===== config.mk =====
export PLATFORM = sky130hd
export DESIGN_NAME = pc_seq_ctrl_flat
export DESIGN_NICKNAME = d
export VERILOG_FILES = /design/src/rtl/pc_seq_ctrl_pkg.sv /design/src/rtl/pc_seq_ctrl_if.sv /design/src/rtl/pc_seq_ctrl_fetch_timer.sv /design/src/rtl/pc_seq_ctrl.sv /design/src/flat_wrapper.sv
export SDC_FILE = /design/constraint.sdc
export NUM_CORES = 1
export LEC_CHECK = 0
export CAP_MARGIN = 40
export CORE_UTILIZATION = 49
export DETAILED_ROUTE_END_ITERATION = 10
export HOLD_SLACK_MARGIN = 0.05
export PLACE_DENSITY = 0.83
export SLEW_MARGIN = 20
export SYNTH_ARGS = -nofsm -noshare
export SYNTH_HDL_FRONTEND = slang
export SYNTH_HIERARCHICAL = 1
export SYNTH_SLANG_ARGS = --single-unit

===== constraint.sdc =====
create_clock -name clk -period 5.3 [get_ports clk]
set_clock_uncertainty 0.2 [all_clocks]
set_input_delay 0.795 -clock clk [delete_from_list [all_inputs] [get_ports clk]]
set_output_delay 0.795 -clock clk [all_outputs]
set_load 0.01 [all_outputs]

===== src/rtl/pc_seq_ctrl_pkg.sv =====
// rtl/pc_seq_ctrl_pkg.sv - opcode, state, pc_src and exception encodings for the PC sequencer
package pc_seq_pkg;

    localparam logic [5:0] OP_RTYPE = 6'h00;
    localparam logic [5:0] OP_ADDI  = 6'h08;
    localparam logic [5:0] OP_LW    = 6'h23;
    localparam logic [5:0] OP_SW    = 6'h2B;
    localparam logic [5:0] OP_BEQ   = 6'h04;
    localparam logic [5:0] OP_BNE   = 6'h05;
    localparam logic [5:0] OP_J     = 6'h02;

    typedef enum logic [2:0] {
        ST_FETCH  = 3'd0,
        ST_DECODE = 3'd1,
        ST_EXEC   = 3'd2,
        ST_BRANCH = 3'd3,
        ST_JUMP   = 3'd4,
        ST_EXC    = 3'd5
    } state_t;

    typedef enum logic [1:0] {
        PCSRC_INC = 2'd0,
        PCSRC_BR  = 2'd1,
        PCSRC_JMP = 2'd2,
        PCSRC_EXC = 2'd3
    } pc_src_t;

    typedef enum logic [1:0] {
        EXC_NONE    = 2'd0,
        EXC_ILLEGAL = 2'd1,
        EXC_OVF     = 2'd2,
        EXC_TIMEOUT = 2'd3
    } exc_cause_t;

    function automatic logic is_legal(input logic [5:0] op);
        return (op == OP_RTYPE) || (op == OP_ADDI) || (op == OP_LW) || (op == OP_SW) ||
               (op == OP_BEQ)   || (op == OP_BNE)  || (op == OP_J);
    endfunction

    // Only R-type and addi trap on signed overflow; lw/sw address arithmetic never does.
    function automatic logic traps_ovf(input logic [5:0] op);
        return (op == OP_RTYPE) || (op == OP_ADDI);
    endfunction

endpackage


===== src/rtl/pc_seq_ctrl_if.sv =====
// rtl/pc_seq_ctrl_if.sv - memory handshake, datapath flags and PC/IR/EPC control bundle
interface pc_seq_if;
    logic       mem_ready;
    logic [5:0] opcode;
    logic       alu_zero;
    logic       alu_overflow;
    logic       exec_done;
    logic [1:0] pc_src;
    logic       pc_write;
    logic       ir_write;
    logic       mem_read;
    logic       epc_write;
    logic [1:0] exc_cause;
    logic [2:0] state_dbg;

    modport master (
        input  mem_ready, opcode, alu_zero, alu_overflow, exec_done,
        output pc_src, pc_write, ir_write, mem_read, epc_write, exc_cause, state_dbg
    );

    modport slave (
        output mem_ready, opcode, alu_zero, alu_overflow, exec_done,
        input  pc_src, pc_write, ir_write, mem_read, epc_write, exc_cause, state_dbg
    );
endinterface


===== src/rtl/pc_seq_ctrl_fetch_timer.sv =====
// rtl/pc_seq_ctrl_fetch_timer.sv - fetch wait counter with terminal count at TIMEOUT_CYCLES-1
module fetch_timer #(
    parameter int TIMEOUT_CYCLES = 16,
    parameter int TMR_W          = 8
) (
    input  logic clk,
    input  logic reset,
    input  logic clear,
    input  logic inc,
    output logic tc
);
    localparam logic [TMR_W-1:0] TC_VAL = TMR_W'(TIMEOUT_CYCLES - 1);

    logic [TMR_W-1:0] count;

    always_ff @(posedge clk) begin
        if (!reset) begin
            count <= '0;
        end else if (clear) begin
            count <= '0;
        end else if (inc) begin
            count <= count + 1'b1;
        end
    end

    assign tc = (count == TC_VAL);

endmodule


===== src/rtl/pc_seq_ctrl.sv =====
// rtl/pc_seq_ctrl.sv - multicycle PC sequencing FSM driving PC mux select and PC/IR/EPC strobes
module pc_seq_ctrl
    import pc_seq_pkg::*;
#(
    parameter int TIMEOUT_CYCLES = 16,
    parameter int TMR_W          = 8
) (
    input  logic        clk,
    input  logic        reset,
    pc_seq_if.master    bus
);
    state_t     state, state_nxt;
    exc_cause_t exc_q, exc_nxt;
    pc_src_t    src_c;
    logic       pw_c, iw_c, mr_c, ew_c;
    logic       tmr_clear, tmr_inc, tmr_tc;
    logic       taken;

    fetch_timer #(
        .TIMEOUT_CYCLES (TIMEOUT_CYCLES),
        .TMR_W          (TMR_W)
    ) u_fetch_timer (
        .clk   (clk),
        .reset (reset),
        .clear (tmr_clear),
        .inc   (tmr_inc),
        .tc    (tmr_tc)
    );

    assign taken = ((bus.opcode == OP_BEQ) &&  bus.alu_zero) ||
                   ((bus.opcode == OP_BNE) && !bus.alu_zero);

    always_ff @(posedge clk) begin
        if (!reset) begin
            state <= ST_FETCH;
            exc_q <= EXC_NONE;
        end else begin
            state <= state_nxt;
            exc_q <= exc_nxt;
        end
    end

    always_comb begin
        state_nxt = state;
        exc_nxt   = exc_q;
        src_c     = PCSRC_INC;
        pw_c      = 1'b0;
        iw_c      = 1'b0;
        mr_c      = 1'b0;
        ew_c      = 1'b0;
        tmr_clear = 1'b0;
        tmr_inc   = 1'b0;
        case (state)
            ST_FETCH: begin
                mr_c = 1'b1;
                // A word arriving on the terminal cycle still counts as a good fetch.
                if (bus.mem_ready) begin
                    iw_c      = 1'b1;
                    pw_c      = 1'b1;
                    tmr_clear = 1'b1;
                    state_nxt = ST_DECODE;
                end else if (tmr_tc) begin
                    exc_nxt   = EXC_TIMEOUT;
                    tmr_clear = 1'b1;
                    state_nxt = ST_EXC;
                end else begin
                    tmr_inc = 1'b1;
                end
            end
            ST_DECODE: begin
                if (!is_legal(bus.opcode)) begin
                    exc_nxt   = EXC_ILLEGAL;
                    state_nxt = ST_EXC;
                end else if (bus.opcode == OP_J) begin
                    state_nxt = ST_JUMP;
                end else if ((bus.opcode == OP_BEQ) || (bus.opcode == OP_BNE)) begin
                    state_nxt = ST_BRANCH;
                end else begin
                    state_nxt = ST_EXEC;
                end
            end
            ST_EXEC: begin
                if (bus.exec_done) begin
                    if (traps_ovf(bus.opcode) && bus.alu_overflow) begin
                        exc_nxt   = EXC_OVF;
                        state_nxt = ST_EXC;
                    end else begin
                        state_nxt = ST_FETCH;
                    end
                end
            end
            ST_BRANCH: begin
                if (taken) begin
                    pw_c  = 1'b1;
                    src_c = PCSRC_BR;
                end
                state_nxt = ST_FETCH;
            end
            ST_JUMP: begin
                pw_c      = 1'b1;
                src_c     = PCSRC_JMP;
                state_nxt = ST_FETCH;
            end
            ST_EXC: begin
                ew_c      = 1'b1;
                pw_c      = 1'b1;
                src_c     = PCSRC_EXC;
                state_nxt = ST_FETCH;
            end
            default: begin
                tmr_clear = 1'b1;
                state_nxt = ST_FETCH;
            end
        endcase
    end

    // Strobes are masked by reset so nothing is written while the sequencer is held.
    assign bus.pc_write  = reset & pw_c;
    assign bus.ir_write  = reset & iw_c;
    assign bus.mem_read  = reset & mr_c;
    assign bus.epc_write = reset & ew_c;
    assign bus.pc_src    = (reset & pw_c) ? src_c : PCSRC_INC;
    assign bus.exc_cause = exc_q;
    assign bus.state_dbg = state;

endmodule


===== src/flat_wrapper.sv =====
// flat-port wrapper written by rule: the top's interface ports become plain ports
module pc_seq_ctrl_flat import pc_seq_pkg::*;
#(
    parameter int TIMEOUT_CYCLES = 16,
    parameter int TMR_W          = 8
)
  (clk, reset, bus_mem_ready, bus_opcode, bus_alu_zero, bus_alu_overflow, bus_exec_done, bus_pc_src, bus_pc_write, bus_ir_write, bus_mem_read, bus_epc_write, bus_exc_cause, bus_state_dbg);
  pc_seq_if bus_i ();
  input  logic clk;
  input  logic reset;
  input wire logic [$bits(bus_i.mem_ready)-1:0] bus_mem_ready;
  input wire logic [$bits(bus_i.opcode)-1:0] bus_opcode;
  input wire logic [$bits(bus_i.alu_zero)-1:0] bus_alu_zero;
  input wire logic [$bits(bus_i.alu_overflow)-1:0] bus_alu_overflow;
  input wire logic [$bits(bus_i.exec_done)-1:0] bus_exec_done;
  output wire logic [$bits(bus_i.pc_src)-1:0] bus_pc_src;
  output wire logic [$bits(bus_i.pc_write)-1:0] bus_pc_write;
  output wire logic [$bits(bus_i.ir_write)-1:0] bus_ir_write;
  output wire logic [$bits(bus_i.mem_read)-1:0] bus_mem_read;
  output wire logic [$bits(bus_i.epc_write)-1:0] bus_epc_write;
  output wire logic [$bits(bus_i.exc_cause)-1:0] bus_exc_cause;
  output wire logic [$bits(bus_i.state_dbg)-1:0] bus_state_dbg;
  assign bus_i.mem_ready = bus_mem_ready;
  assign bus_i.opcode = bus_opcode;
  assign bus_i.alu_zero = bus_alu_zero;
  assign bus_i.alu_overflow = bus_alu_overflow;
  assign bus_i.exec_done = bus_exec_done;
  assign bus_pc_src = bus_i.pc_src;
  assign bus_pc_write = bus_i.pc_write;
  assign bus_ir_write = bus_i.ir_write;
  assign bus_mem_read = bus_i.mem_read;
  assign bus_epc_write = bus_i.epc_write;
  assign bus_exc_cause = bus_i.exc_cause;
  assign bus_state_dbg = bus_i.state_dbg;
  pc_seq_ctrl #(.TIMEOUT_CYCLES(TIMEOUT_CYCLES), .TMR_W(TMR_W)) u_core (.clk(clk), .reset(reset), .bus(bus_i));
endmodule

After elaboration in Yosys (flattened, before gate mapping). Cells that the tools add are included.

Bitwise operators: 5. Add/sub/neg operators: 1. Reduce and logical (&&, ||, !) cells: 20. Equality and inequality tests: 18. Mux-type cells: 29.

Operator list (number): $mux 3 (6); $eq 6x3->1 const B (2); $eq 6x6->1 const B (2); $mux 1 (12); $mux 2 (6); $pmux 2 s3 (2); $pmux 3 s3 (1); $add 8x1->8 const B (1); $eq 8x4->1 const B (1); $logic_or 1x1->1 (8); $eq 3x2->1 const B (2); $eq 3x3->1 const B (2); $eq 6x2->1 const B (1); $eq 6x4->1 const B (1); $logic_not 6->1 (1); $ne 2x2->1 const B (3); $reduce_and 6->1 (1); $reduce_or 5->1 (1); $and 1x1->1 (4); $ne 2x1->1 const B (2); $reduce_or 2->1 (2); $eq 3x1->1 const B (1); $logic_and 1x1->1 (3); $logic_not 3->1 (1); other kinds (7) (7).

Register bits: 13. Logic and storage cells: 76. Output and inout bits: 11.

Longest topological paths before layout. Gate-level depths: netlist of run 1.

Word-level depth: 9. Mapped depth: 9. Gate-level depth less buffers: 8.

Cells and area by module. The synthesis of run 1 kept the hierarchy.

By module, submodules not included: pc_seq_ctrl (area an instance 435.4 um^2, cells an instance 56, instances 1, sequential area each 100.1 um^2); fetch_timer (area an instance 360.3 um^2, cells an instance 40, instances 1, sequential area each 160.2 um^2).

Worst setup path before layout of run 1. OpenSTA, ideal clock, no wires.

Path kind: in2out. Start: in bus_opcode[1]. End: out bus_pc_src[0]. Path slack: 2.424 ns. Arrival time: 1.881 ns. Stages on the path: 3. Path buffers: 0. Path through: nor4b_2 or4b_1 a21boi_0.

Cells in the longest elaborated chain, start to end: 7. Elaborated cells between the ends (all ways): 11. Classes of those cells: eq/ne (2); mux (5); bitwise (1); reduce/logical (3).

Ends and longest elaborated chain: start: declaration (RTL line flat_wrapper.sv:12) `input wire logic [$bits(bus_i.opcode)-1:0] bus_opcode;`; $eq 6x3->1 (on tied branches) (RTL line pc_seq_ctrl.sv:30, pc_seq_ctrl.sv:31); $logic_and 1x1->1 (on tied branches) (RTL line pc_seq_ctrl.sv:30, pc_seq_ctrl.sv:31); $logic_or 1x1->1 (*) (RTL line pc_seq_ctrl.sv:30) `assign taken = ((bus.opcode == OP_BEQ) && bus.alu_zero) ||`; $mux 1 (RTL line pc_seq_ctrl.sv:93) `if (taken) begin`; $pmux 1 s3 (RTL line pc_seq_ctrl.sv:53) `case (state)`; $and 1x1->1 (RTL line pc_seq_ctrl.sv:122) `assign bus.pc_src = (reset & pw_c) ? src_c : PCSRC_INC;`; $mux 2 (*) (RTL line pc_seq_ctrl.sv:122); end: declaration (RTL line flat_wrapper.sv:16) `output wire logic [$bits(bus_i.pc_src)-1:0] bus_pc_src;`.

Every way passes the cells marked *; elsewhere a longest branch is shown, timed or not.

Worst setup path in the final report of run 1.
Start: in bus_opcode[1]. End: out bus_pc_write.

Cells in the longest elaborated chain, start to end: 6. Elaborated cells between the ends (all ways): 8. Classes of those cells: eq/ne (2); mux (2); bitwise (1); reduce/logical (3).

Ends and longest elaborated chain: $eq 6x3->1 (on tied branches) (RTL line pc_seq_ctrl.sv:30, pc_seq_ctrl.sv:31); $logic_and 1x1->1 (on tied branches) (RTL line pc_seq_ctrl.sv:30, pc_seq_ctrl.sv:31); $logic_or 1x1->1 (*) (RTL line pc_seq_ctrl.sv:30); $mux 1 (*) (RTL line pc_seq_ctrl.sv:93); $pmux 1 s3 (*) (RTL line pc_seq_ctrl.sv:53); $and 1x1->1 (*) (RTL line pc_seq_ctrl.sv:118) `assign bus.pc_write = reset & pw_c;`; end: declaration (RTL line flat_wrapper.sv:17) `output wire logic [$bits(bus_i.pc_write)-1:0] bus_pc_write;`.

Marks and branches as above.

==> impl_results.md, run 1 <==
- Status: finished, final reports clean
- Worst Hold Class: flip-flop to flip-flop
- CTS max path bufs: 2
- Setup_tns: 0 ns
- Commonest cells post-synth: dfxtp_1 (13), nor2_1 (11), a21oi_1 (6), o21ai_0 (6)
- IO buf count: 22
- Via-to-Cell Ratio: ~5.9
- Max frequency: roughly 260 MHz
- DP Wirelength: ~1300 µm
- Pwr dens: ~210 nW/µm²
- Post_cts resized: 0
- Die H: 42.30 µm
- Worst-skew pair later-pin latency: 0.28 ns
- Worst Path Max Fanout: 5
- Post-synthesis sequential area ratio: 0.3270
- Synth cell types: 36
- Crit path DAT: between 2 and 3 ns
- Largest net degree at the start of global routing: 13
- Post-CTS Setup Bufs: 0
- Post-Syn Area: slightly below 800 µm²
- Vias in the first global route: 666
- CTS buffer count: 3
- Setup crit start: bus_opcode[1]
- Startpoint Class: input pin
- DRC: 0
- Clock sink total: 13
- Core ar.: between 1500 and 2000 µm²
- Tightest Pin Transition: roughly 0.47 ns
- Final ANT Viol Nets: 0
- Synth top area cells: dfxtp_1 (33%), nor2_1 (5.2%), nand2b_1 (3.9%), a21oi_1 (3.8%), o21ai_0 (3.8%)
- Clk slew on worst S/H paths: 0.08 ns
- Worst Setup EP: bus_pc_write
- DR vias: 784
- Syn nets: 109
- Num rows: 14
- Diodes inserted: 0
- Mapped Cells: 96
- Min cycle time layout: 3.900 ns
- Worst R2R Setup Slack: about 3.1 ns
- Final wirelength: 1674 µm
- Reg2reg start: u_core/u_fetch_timer/count[0]$_SDFFE_PP0P_
- Area growth, synth to finish: 31.45%
- CP endpoint kind: primary output
- Synth area leader: dfxtp_1
- DIE WIDTH: between 40 and 50 µm
- TritonCTS clock tree: yes
- Tcrit/Tclk final: 0.7358
- R2r endpoint: u_core/u_fetch_timer/count[3]$_SDFFE_PP0P_
- H-Tree Depth: 1
- CTS Hold Bufs: 0
- GRT overflow: 0
- I/O pins: 23
- Worst Path Required: around 4.3 ns
- Max-slew violations: 0
- Max-cap violations: 0
- Final setup viols: 0
- Avg WL per Cell: between 10 and 15 µm
- Final net count: 132
- Max-slew headroom: 0.6852
- Synthesized area per cell: approximately 8.3 µm²
- Most common cell in the netlist: dfxtp_1
- Post-synthesis register bit count: 13
- Leak pwr: around 0.38 nW
- Die Footprint: ~1800 µm²
- Share of layout cells above drive strength 1: 0.06780
- Root buf cell: clkbuf_4
- Worst vdd ir: between 0.00015 and 0.0002 V
- Number of synthesized flops with an enable pin: 0
- Final GP Congestion: a little over 0.8
- Drt first pass iters: 6
- Hold slack: roughly 0.3 ns
- Asr flop ratio synth: 0
- Antenna violations before repair: 0
- Gr usage total: 0.2127
- Synth top area share: 0.3270
- First-pass GRT wire length: between 2000 and 3000 µm
- Iteration-0 DRC Markers: 11
- Warnings, synthesis: 6
- Critical path class: input pin to primary output
- Hold Vio Cnt, Final: 0
- Unrepaired setup endpoints after global routing: false
- Ys flop type: dfxtp_1
- Worst reg2reg path depth: 8
- Initial core utilization: 0.5282
==> placed cells by master (no fill, tap or decap), drive strengths merged <==
master,instances
mux2i,1
or3,5
and4b,1
o21ai,7
a221o,1
dfxtp,13
clkdlybuf4s50,22
xnor2,2
clkbuf,4
nor4b,1
nand4b,1
a2111oi,2
ha,1
a21o,1
nand3,2
nor2b,2
nor2,11
xor2,3
nor3,1
nand2,5
or4b,1
and3b,1
inv,1
nor4,2
and2,4
nand4,5
o221a,2
nand2b,5
a221oi,1
and3,2
and2b,1
a21oi,6
a21boi,1
==> area by class of cell <==
class	count	area, µm²
timing repair buffer	22	220.2
fill	127	460.4
inverter	1	3.754
multi-input combinational	78	515.5
sequential	13	260.3
clock buffer	4	26.28
tap	16	20.02
==> power breakdown <==
group          switching, W   total, W  internal (W)
clock network     0.0000321  0.0000613     0.0000292
logic             0.0000229  0.0000538     0.0000308
registers        0.00000598   0.000108      0.000102
total             0.0000611   0.000223      0.000162
==> worst max-delay path, cell delays in order <==
cell,delay (ns)
clkdlybuf4s50_1,0.48
nor4b_2,0.37
or4b_1,0.50
o21ai_1,0.10
and2_1,0.13
clkdlybuf4s50_1,0.52
==> registers in the layout (all words and copies together), names as in the netlist <==
signal / cells
u_core/u_fetch_timer/count: 8
u_core/bus.state_dbg: 3
u_core/bus.exc_cause: 2
==> logic make-up after synthesis <==
group	share of synthesized area
AO/OA/AOI/OAI	0.1824
XOR/XNOR	0.05504
adder cells (fa/ha/maj)	0.01572
buffers and inverters	0.02515
flip-flops	0.3270
multiplexers	0.01258
AND/OR/NAND/NOR	0.3820
==> per-layer routing <==
layer  up-vias  routed length (µm)  share of wire  GRT usage
met3         2                  78          0.047    0.07759
met2        22                 786           0.47     0.3262
met5         -                   0              0          0
met1       357                 788           0.47     0.2742
met4         0                  21          0.013    0.07500
li1        403                   -              -          -
==> worst min-delay path by stage <==
stage	from	endpoint	slack [ns]	cells past startpoint
floorplan	u_core/u_fetch_timer/count[7]$_SDFFE_PP0P_	u_core/u_fetch_timer/count[7]$_SDFFE_PP0P_	0.26	2
global placement	u_core/u_fetch_timer/count[7]$_SDFFE_PP0P_	u_core/u_fetch_timer/count[7]$_SDFFE_PP0P_	0.27	2
detailed placement	u_core/u_fetch_timer/count[7]$_SDFFE_PP0P_	u_core/u_fetch_timer/count[7]$_SDFFE_PP0P_	0.29	2
CTS	u_core/u_fetch_timer/count[7]$_SDFFE_PP0P_	u_core/u_fetch_timer/count[7]$_SDFFE_PP0P_	0.30	2
global route	u_core/u_fetch_timer/count[6]$_SDFFE_PP0P_	u_core/u_fetch_timer/count[6]$_SDFFE_PP0P_	0.33	2
finish	u_core/u_fetch_timer/count[7]$_SDFFE_PP0P_	u_core/u_fetch_timer/count[7]$_SDFFE_PP0P_	0.30	2
==> metrics by stage <==
step	setup slack, ns	total power, W	util	cells	area, µm²
final	1.400	0.0002230	0.6944	134	1046
after global routing	1.275	0.0002369	0.6944	134	1046
after CTS	1.404	0.0002253	0.6944	134	1046
after detailed placement	1.407	0.0001635	0.6769	130	1020
after global placement	1.464	0.0001626	0.6769	130	1020
after floorplan	2.424	0.0001372	-	96	795.8
(Power assumes the default switching activity.)
==> inputs of run 2 (changes only) <==
- CORE_UTILIZATION: 49 -> 41
- PLACE_DENSITY: 0.83 -> 0.74
- clock period: 5.3 -> 3.2 ns (I/O delays scaled with it)
==> impl_results.md, run 2 (same netlist as run 1, synthesis figures left out) <==
- Crit path DAT: 2.16 ns (was 2.90 ns)
- Tightest Pin Transition: 0.5379 ns (was 0.4679 ns)
- Unrepaired setup endpoints after global routing: false (unchanged)
- Max-cap violations: 0 (unchanged)
- Clk slew on worst S/H paths: 0.07 ns (was 0.08 ns)
- First-pass GRT wire length: 2856 µm (unchanged)
- Logic pwr share: 0.251 (was 0.241)
- Worst-skew pair later-pin latency: 0.27 ns (was 0.28 ns)
- Num rows: 15 (was 14)
- DRC: 0 (unchanged)
- Max-slew violations: 0 (unchanged)
- DR vias: 811 (was 784)
- Min cycle time layout: 2.837 ns
- DIE WIDTH: 46.06 µm (was 42.30 µm)
- Startpoint Class: input pin (unchanged)
- Status: finished, final reports clean (unchanged)
- CTS Hold Bufs: 0 (unchanged)
- Switching part of the total: 0.2700 (was 0.2738)
- GRT overflow: 0 (unchanged)
- Top reg by flops: u_core/u_fetch_timer/count (unchanged)
- Final net count: 136 (was 132)
- Final GP Congestion: 0.8330 (was 0.8219)
- Share of layout cells above drive strength 1: 0.1066 (was 0.06780)
- Largest net degree at the start of global routing: 12 (was 13)
- Tcrit/Tclk final: 0.8866
- Avg WL per Cell: 12.46 µm (was 12.49 µm)
- Most frequent cells in the layout: clkdlybuf4s50_1 (19), dfxtp_1 (13), nor2_1 (11) (was clkdlybuf4s50_1 (22), dfxtp_1 (13), nor2_1 (11))
- DP Wirelength: 1394 µm (was 1316 µm)
- I/O pins: 23 (unchanged)
- Multi-input gate area: 519.2 µm² (was 515.5 µm²)
- Hold Vio Cnt, Final: 0 (unchanged)
- Iteration-0 DRC Markers: 15 (was 11)
- Antenna violations before repair: 0 (unchanged)
- CP endpoint kind: primary output (unchanged)
- Max FFs per register: 8 (unchanged)
- Filler instances: 169 (was 127)
- Clock sink total: 13 (unchanged)
- Leak pwr: 0.4406 nW (was 0.3767 nW)
- Initial core utilization: 0.4511 (was 0.5282)
- Power Total: 0.0003693 W (was 0.0002230 W)
- Reg area: 260.3 µm² (unchanged)
- Pwr dens: 336.1 nW/µm² (was 213.2 nW/µm²)
- TritonCTS clock tree: yes (unchanged)
- CTS max path bufs: 2 (unchanged)
- Final wirelength: 1831 µm (was 1674 µm)
- Vias in the first global route: 646 (was 666)
- Post-CTS Setup Bufs: 0 (unchanged)
- IO buf count: 22 (unchanged)
- Die H: 46.06 µm (was 42.30 µm)
- Worst Hold Class: flip-flop to flip-flop (unchanged)
- CTS buffer count: 3 (unchanged)
- Diodes inserted: 0 (unchanged)
- Final setup viols: 0 (unchanged)
- Worst vdd ir: 0.0001860 V (was 0.0001533 V)
- Worst Path Required: 2.52 ns (was 4.30 ns)
- Via-to-Cell Ratio: 5.517 (was 5.851)
- Drt first pass iters: 4 (was 6)
- Hold slack: 0.3060 ns (was 0.3000 ns)
- Max-slew headroom: 0.6321 (was 0.6852)
- Gr usage total: 0.1901 (was 0.2127)
- Commonest non-fill, non-tap cell in the layout: clkdlybuf4s50_1 (unchanged)
- Root buf cell: clkbuf_4 (unchanged)
- Part of the power in the clock network: 0.267 (was 0.275)
- Core ar.: 1764 µm² (was 1506 µm²)
- Net Sw Power: 0.00009969 W (was 0.00006106 W)
- Reg power frac: 0.482 (was 0.484)
- Worst Path Max Fanout: 3 (was 5)
- Max frequency: roughly 350 MHz
- Area growth, synth to finish: 38.05% (was 31.45%)
- Final ANT Viol Nets: 0 (unchanged)
- H-Tree Depth: 1 (unchanged)
- Critical path class: input pin to primary output (unchanged)
- Die Footprint: 2121 µm² (was 1789 µm²)
- Int Pwr: 0.0002696 W (was 0.0001619 W)
-- run 2: routing by layer --
metal  track usage  part of all wire
met1        0.2716              0.47
met2        0.2845              0.45
met3       0.04314             0.068
met4       0.05294            0.0093
met5             0                 0
-- run 2: worst max-delay path, cell delays in order --
cell,delay [ns]
clkdlybuf4s50_1,0.47
nor4b_2,0.32
or4b_4,0.50
o21ai_1,0.09
and2_1,0.14
dlymetal6s2s_1,0.15
-- run 2: final timing paths --
| kind | from | to | slack, ns | cells after the start |
|---|---|---|---|---|
| worst max-delay path | bus_opcode[3] | bus_pc_write | 0.36 | 6 |
| worst max register to register | u_core/u_fetch_timer/count[0]$_SDFFE_PP0P_ | u_core/u_fetch_timer/count[5]$_SDFFE_PP0P_ | 1.06 | 8 |
| worst min-delay path | u_core/u_fetch_timer/count[7]$_SDFFE_PP0P_ | u_core/u_fetch_timer/count[7]$_SDFFE_PP0P_ | 0.31 | 2 |
| worst min register to register | u_core/u_fetch_timer/count[7]$_SDFFE_PP0P_ | u_core/u_fetch_timer/count[7]$_SDFFE_PP0P_ | 0.31 | 2 |
-- run 2: final cells by class --
type / count / share of cell area
multi-input cells: 78 / 0.4727
flip-flops and latches: 13 / 0.2369
repair buffers: 26 / 0.2346
well taps: 25 / 0.02847
clock buffers: 4 / 0.02392
inverters: 1 / 0.003417
-- run 2: stage by stage --
| stage | area, µm² | utilization | setup WS (ns) | setup TNS (ns) | instances |
|---|---|---|---|---|---|
| 2_1_floorplan | 795.8 | - | 0.9539 | 0 | 96 |
| 3_3_place_gp | 1061 | 0.6014 | 0.09626 | 0 | 143 |
| 3_5_place_dp | 1061 | 0.6014 | 0.01390 | 0 | 143 |
| 4_1_cts | 1087 | 0.6163 | -0.01008 | -0.01008 | 147 |
| 5_1_grt | 1099 | 0.6227 | 0.3061 | 0 | 147 |
| 6_report | 1099 | 0.6227 | 0.3630 | 0 | 147 |
-- run 2: what timing repair did --
action / in CTS / in global routing
setup endpoints to repair: 1 / 2
pin swaps: 0 / 1
resized for setup: 0 / 4
-- run 2: power by group through the flow --
stage,combinational [W],clock [W],sequential [W]
2_1_floorplan,0.0000461,0,0.000181
5_1_grt,0.000100,0.000107,0.000180
4_1_cts,0.0000931,0.000102,0.000178
3_5_place_dp,0.0000921,0,0.000181
6_report,0.0000928,0.0000986,0.000178
3_3_place_gp,0.0000909,0,0.000181
